==> src/rtl/dequant_sched.sv <==
// Scheduler for the shared dequantize unit: looks up per-channel scales, issues words,
// tracks them through the unit's fixed latency and returns results through a credit-checked FIFO.
module dequant_sched #(
  parameter int DATA_W     = 32,
  parameter int NUM_CH     = 16,
  parameter int CH_W       = $clog2(NUM_CH),
  parameter int LAT        = 4,
  parameter int FIFO_DEPTH = 8,
  parameter int LEN_W      = 16
) (
  input  logic              clk,
  input  logic              rst,
  input  logic              cfg_we,
  input  logic [CH_W-1:0]   cfg_addr,
  input  logic [DATA_W-1:0] cfg_scale,
  input  logic              start,
  input  logic [LEN_W-1:0]  job_len,
  output logic              busy,
  output logic              done,
  input  logic              in_valid,
  output logic              in_ready,
  input  logic [DATA_W-1:0] in_data,
  input  logic [CH_W-1:0]   in_ch,
  output logic              dq_en,
  output logic [DATA_W-1:0] dq_data_in,
  output logic [DATA_W-1:0] dq_scale,
  input  logic [DATA_W-1:0] dq_data_out,
  output logic              out_valid,
  input  logic              out_ready,
  output logic [DATA_W-1:0] out_data,
  output logic [CH_W-1:0]   out_ch
);
  // state | meaning
  // IDLE  | waiting for start, scale table writable
  // RUN   | accepting and issuing words
  // DRAIN | all words issued, waiting for unit and FIFO to empty
  // DONE  | one-cycle completion pulse
  typedef enum logic [1:0] {IDLE, RUN, DRAIN, DONE} state_t;

  // Stage 0 sits beside dq_data_in; stages 1..LAT+1 follow the unit from its sample edge to its result.
  localparam int PIPE  = LAT + 2;
  localparam int PTR_W = (FIFO_DEPTH > 1) ? $clog2(FIFO_DEPTH) : 1;
  localparam int CNT_W = $clog2(FIFO_DEPTH + PIPE + 1) + 1;

  state_t            state, state_nxt;
  logic [LEN_W-1:0]  len_q, issued;
  logic [DATA_W-1:0] tbl [NUM_CH];
  logic [PIPE-1:0]   vp;
  logic [CH_W-1:0]   cp [PIPE];
  logic [DATA_W-1:0] fifo_d [FIFO_DEPTH];
  logic [CH_W-1:0]   fifo_c [FIFO_DEPTH];
  logic [PTR_W-1:0]  wr_ptr, rd_ptr;
  logic [CNT_W-1:0]  fifo_count, inflight;
  logic              accept, push, pop;

  always_comb begin
    inflight = '0;
    for (int i = 0; i < PIPE; i++) inflight = inflight + CNT_W'(vp[i]);
  end

  assign accept    = in_valid && in_ready;
  assign push      = vp[PIPE-1];
  assign out_valid = (fifo_count != '0);
  assign pop       = out_valid && out_ready;
  assign out_data  = fifo_d[rd_ptr];
  assign out_ch    = fifo_c[rd_ptr];

  always_comb begin
    state_nxt = state;
    busy      = 1'b0;
    done      = 1'b0;
    dq_en     = 1'b0;
    in_ready  = 1'b0;
    case (state)
      IDLE: if (start) state_nxt = (job_len == '0) ? DONE : RUN;
      RUN: begin
        busy     = 1'b1;
        dq_en    = 1'b1;
        // Credits count every accepted word not yet popped, so a push can never overflow.
        in_ready = (issued != len_q) && ((fifo_count + inflight) < CNT_W'(FIFO_DEPTH));
        if (issued == len_q) state_nxt = DRAIN;
      end
      DRAIN: begin
        busy  = 1'b1;
        dq_en = 1'b1;
        if (inflight == '0 && fifo_count == '0) state_nxt = DONE;
      end
      DONE: begin
        busy      = 1'b1;
        done      = 1'b1;
        state_nxt = IDLE;
      end
      default: state_nxt = IDLE;
    endcase
  end

  always_ff @(posedge clk) begin
    if (rst) begin
      state      <= IDLE;
      len_q      <= '0;
      issued     <= '0;
      dq_data_in <= '0;
      dq_scale   <= '0;
      vp         <= '0;
      wr_ptr     <= '0;
      rd_ptr     <= '0;
      fifo_count <= '0;
      for (int i = 0; i < NUM_CH; i++) tbl[i] <= '0;
      for (int i = 0; i < PIPE; i++) cp[i] <= '0;
      for (int i = 0; i < FIFO_DEPTH; i++) begin
        fifo_d[i] <= '0;
        fifo_c[i] <= '0;
      end
    end else begin
      state <= state_nxt;
      if (state == IDLE && start) begin
        len_q  <= job_len;
        issued <= '0;
      end else if (accept) begin
        issued <= issued + LEN_W'(1);
      end
      if (cfg_we && state == IDLE) tbl[cfg_addr] <= cfg_scale;
      dq_data_in <= accept ? in_data : '0;
      dq_scale   <= accept ? tbl[in_ch] : '0;
      vp         <= {vp[PIPE-2:0], accept};
      cp[0]      <= accept ? in_ch : '0;
      for (int i = 1; i < PIPE; i++) cp[i] <= cp[i-1];
      if (push) begin
        fifo_d[wr_ptr] <= dq_data_out;
        fifo_c[wr_ptr] <= cp[PIPE-1];
        wr_ptr <= (wr_ptr == PTR_W'(FIFO_DEPTH-1)) ? '0 : wr_ptr + 1'b1;
      end
      if (pop) rd_ptr <= (rd_ptr == PTR_W'(FIFO_DEPTH-1)) ? '0 : rd_ptr + 1'b1;
      case ({push, pop})
        2'b10:   fifo_count <= fifo_count + 1'b1;
        2'b01:   fifo_count <= fifo_count - 1'b1;
        default: fifo_count <= fifo_count;
      endcase
    end
  end
endmodule

==> config.mk <==
export PLATFORM = sky130hd
export DESIGN_NAME = dequant_sched
export DESIGN_NICKNAME = d
export VERILOG_FILES = /design/src/rtl/dequant_sched.sv
export SDC_FILE = /design/constraint.sdc
export NUM_CORES = 1
export LEC_CHECK = 0
export ABC_CLOCK_PERIOD_IN_PS = 3800
export CAP_MARGIN = 15
export CORE_UTILIZATION = 35
export CTS_BUF_LIST = sky130_fd_sc_hd__clkbuf_4
export CTS_CLUSTER_SIZE = 20
export DETAILED_ROUTE_END_ITERATION = 10
export GPL_TIMING_DRIVEN = 0
export REMOVE_ABC_BUFFERS = 1
export SYNTH_ARGS = -nofsm -noshare
export SYNTH_HDL_FRONTEND = slang
export SYNTH_SLANG_ARGS = --single-unit
export TNS_END_PERCENT = 100
==> constraint.sdc <==
create_clock -name clk -period 3.8 [get_ports clk]
set_clock_uncertainty 0.05 [all_clocks]
set_input_delay 0.38 -clock clk [delete_from_list [all_inputs] [get_ports clk]]
set_output_delay 0.38 -clock clk [all_outputs]
set_load 0.005 [all_outputs]
==> summary.md <==
| Metric | Value |
|---|---|
| Status | `complete, but fails checks` |
| Failing checks | `negative setup slack` |
| Core Rows | `roughly 120` |
| Tcrit/Tclk final | `1.19` |
| Internal Power | `17.9 mW` |
| Synth cell types | `46` |
| P_leak | `18.5 nW` |
| Count leader, synth | `and2_1` |
| Total clock sinks | `942` |
| Flop2flop setup slack | `-0.59 ns` |
| TritonRoute pass-1 iters | `5` |
| Seq. cell area | `26900 um^2` |
| Critical path class | `reg2out` |
| Final instance area | `50500 um^2` |
| Required @ worst endpoint | `between 3 and 4 ns` |
| VDD IR max | `between 300 and 400 uV` |
| Total grt overflow | `0` |
| Worst-path clk slew | `0.06 ns` |
| Crit. End Element | `output port` |
| CP max FO | `3` |
| Number of global-route vias before repair | `between 20000 and 30000` |
| Register share of total power | `0.502` |
| Max clock buf depth | `4` |
| R2R cell count | `15` |
| Most common library cells after synthesis | `and2_1 (869), edfxtp_1 (800), mux4_2 (232), clkbuf_1 (149), dfxtp_1 (142)` |
| Crit path to | `in_ready` |
| Gpl congestion | `0.730` |
| Arrival @ worst endpoint | `roughly 4.1 ns` |
| First-pass GRT wire length | `160000 um` |
| Core Box Area | `approximately 110000 um^2` |
| CTS root buf | `clkbuf_4` |
| Max H-tree Level | `5` |
| #FFs+latches synth | `between 900 and 1000` |
| Area occupied by multi-input gates | `13300 um^2` |
| Top cells by area, synth | `edfxtp_1 (59%), and2_1 (13%), mux4_2 (13%)` |
| Fill cells | `just over 10000` |
| Port Buffer Count | `230` |
| Critical Path Source Type | `register` |
| Cts bufs inserted | `282` |
| Max Freq | `0.221 GHz` |
| Worst-skew pair later-pin latency | `1.20 ns` |
| Area growth syn-to-layout | `23.9%` |
| Worst Setup SP | `vp[0]$_SDFF_PP0_` |
| Syn. warnings | `0` |
| Mean Syn Cell Area | `15.7 um^2` |
| Dpl hpwl | `65900 um` |
| Logic pwr share | `0.089` |
| GRT Total Usage | `0.186` |
| R2r endpoint | `dq_data_in[4]$_SDFF_PP0_` |
| Power density over the cells | `464 nW/um^2` |
| Dpl ws | `-0.831 ns` |
| Initial Util | `0.355` |
| Asr flop ratio synth | `0` |
| Tmin final | `4.53 ns` |
| Vias/cell | `5.06` |
| Mapped Area | `~41000 um^2` |
| Largest net degree at the start of global routing | `100` |
| Layout cells sized above 1 | `0.262` |
| Sequential element share of the synthesized area | `0.658` |
| Nets | `3264` |
| Wire length per cell | `22.7 um` |
| Slew HR | `0.283` |
| Antenna violations before repair | `16` |
| Die Y | `343 um` |
| Final Setup Violations | `85` |
| Cell area after placement | `45800 um^2` |
| P_sw | `5.50 mW` |
| Final wirelength | `110000 um` |
| Synth area leader | `edfxtp_1` |
| Dpl cells | `4234` |
| Via count | `between 20000 and 25000` |
| Top Ports | `~230` |
| Final Max Slew Viols | `0` |
| Hold Fails Final Rpt | `0` |
| Max-Cap Viols | `0` |
| RSZ-0062 raised after global routing | `true` |
| Post-Route Setup TNS | `-36.90 ns` |
| Hold Startpoint | `cfg_scale[10]` |
| Synth top area share | `0.589` |
| Clock power frac | `0.409` |
| RR Startpoint | `vp[0]$_SDFF_PP0_` |
| Layout Cells excl Fill | `slightly below 5000` |
| Sw frac | `0.235` |
| Mapped Cells | `2604` |
| CTS tree | `done` |
| Ys flop type | `edfxtp_1` |
| Drt initial violations | `1930` |
| Final Worst Setup Slack | `-0.732 ns` |
| Die ar. | `118000 um^2` |
| Worst-Margin Slew | `1.07 ns` |
| EDFF count, synth | `800` |
| DR DRC count | `0` |
| Final ANT Viol Nets | `0` |
| Die Wd | `343 um` |
| Final Util | `0.440` |
| Hold Path Class | `in2reg` |
-- area by class of cell --
type | instances | area share
multi-input combinational | 1459 | 0.263
timing repair buffer | 416 | 0.0976
clock inverter | 41 | 0.00525
sequential | 942 | 0.532
tap | 1512 | 0.0374
antenna | 12 | 0.000594
clock buffer | 425 | 0.0631
inverter | 16 | 0.00119
-- layout by cell type (no fill, tap or decap), types with 22 or more instances in the layout --
| cell | synthesis | routed |
|---|---|---|
| a21oi_1 | 44 | 42 |
| dlygate4sd3_1 | 0 | 101 |
| clkdlybuf4s50_1 | 0 | 221 |
| nand2_1 | 52 | 52 |
| or2_2 | 24 | 24 |
| mux4_2 | 232 | 232 |
| clkbuf_4 | 0 | 425 |
| dfxtp_1 | 142 | 138 |
| clkinv_1 | 0 | 26 |
| buf_12 | 0 | 34 |
| mux2_2 | 36 | 36 |
| nor2b_1 | 28 | 28 |
| edfxtp_1 | 800 | 800 |
| buf_16 | 0 | 22 |
| and2_1 | 869 | 869 |
-- sequential cells by signal (all words and copies together) (netlist names), named ones only --
signal	flops
tbl	512
fifo_d	256
dq_data_in	32
dq_scale	32
fifo_c	32
cp	24
issued	16
len_q	16
vp	6
fifo_count	5
rd_ptr	3
wr_ptr	3
state	2
-- cells by family (layout without fill, tap and decap cells) --
family | after synthesis | after routing | synth area share
AO/OA/AOI/OAI | 67 | 67 | 0.0104
XOR/XNOR | 18 | 18 | 0.00386
adder cells (fa/ha/maj) | 21 | 21 | 0.00718
buffers and inverters | 203 | 898 | 0.0206
flip-flops | 942 | 942 | 0.658
multiplexers | 273 | 273 | 0.139
other | 0 | 12 | 0
AND/OR/NAND/NOR | 1080 | 1080 | 0.160
-- how the worst min path moves through the flow --
stage               slack, ns                  endpoint  depth (start not counted)
finish                   0.13  tbl[9][10]$_SDFFCE_PN0P_                          2
global route             0.06  tbl[9][10]$_SDFFCE_PN0P_                          2
CTS                      0.01   tbl[1][4]$_SDFFCE_PN0P_                          2
detailed placement       0.37      cp[0][20]$_SDFF_PP0_                          1
global placement         0.37      cp[0][13]$_SDFF_PP0_                          1
floorplan                0.36      cp[0][10]$_SDFF_PP0_                          1
-- worst max-delay path: stages, from the launching register on --
cell and delay, ns:
dfxtp_2 0.32, fa_1 0.53, inv_1 0.05, fa_1 0.48, inv_1 0.04, ha_2 0.16
fa_1 0.47, ha_1 0.32, nand4_1 0.12, and3_4 0.22, nor2_2 0.05, nor2_1 0.09
buf_2 0.12
-- per-stage QoR --
stage	power (mW)	hold slack, ns
floorplan	12.9	0.364
global placement	13.9	0.368
detailed placement	14.0	0.370
CTS	23.7	0.0113
global route	24.4	0.0620
finish	23.4	0.128
-- power by group through the flow --
stage               sequential [mW]  clock, mW  combinational (mW)
finish                         11.8       9.58                2.08
global route                   11.8       10.4                2.23
CTS                            11.8       9.84                2.10
detailed placement             12.0          0                1.98
global placement               12.0          0                1.90
floorplan                      12.0          0               0.901
-- layer usage --
metal  vias up  track usage  share of wire  wire length, um
met3       281       0.0469          0.072             7910
met1     12398        0.220           0.39            42400
met2       967        0.324           0.51            55800
li1      10726            -              -                -
met4        18       0.0722          0.030             3310
met5         -            0         0.0010              110
-- repair_timing --
item	in CTS	in global routing
endpoints found under the hold margin	366	0
gates cloned	3	0
endpoints found under the setup margin	117	88
gates resized for setup	17	1
pin swaps	7	2
hold buffers	101	0
buffers inserted	7	0
(Power assumes the default switching activity.)
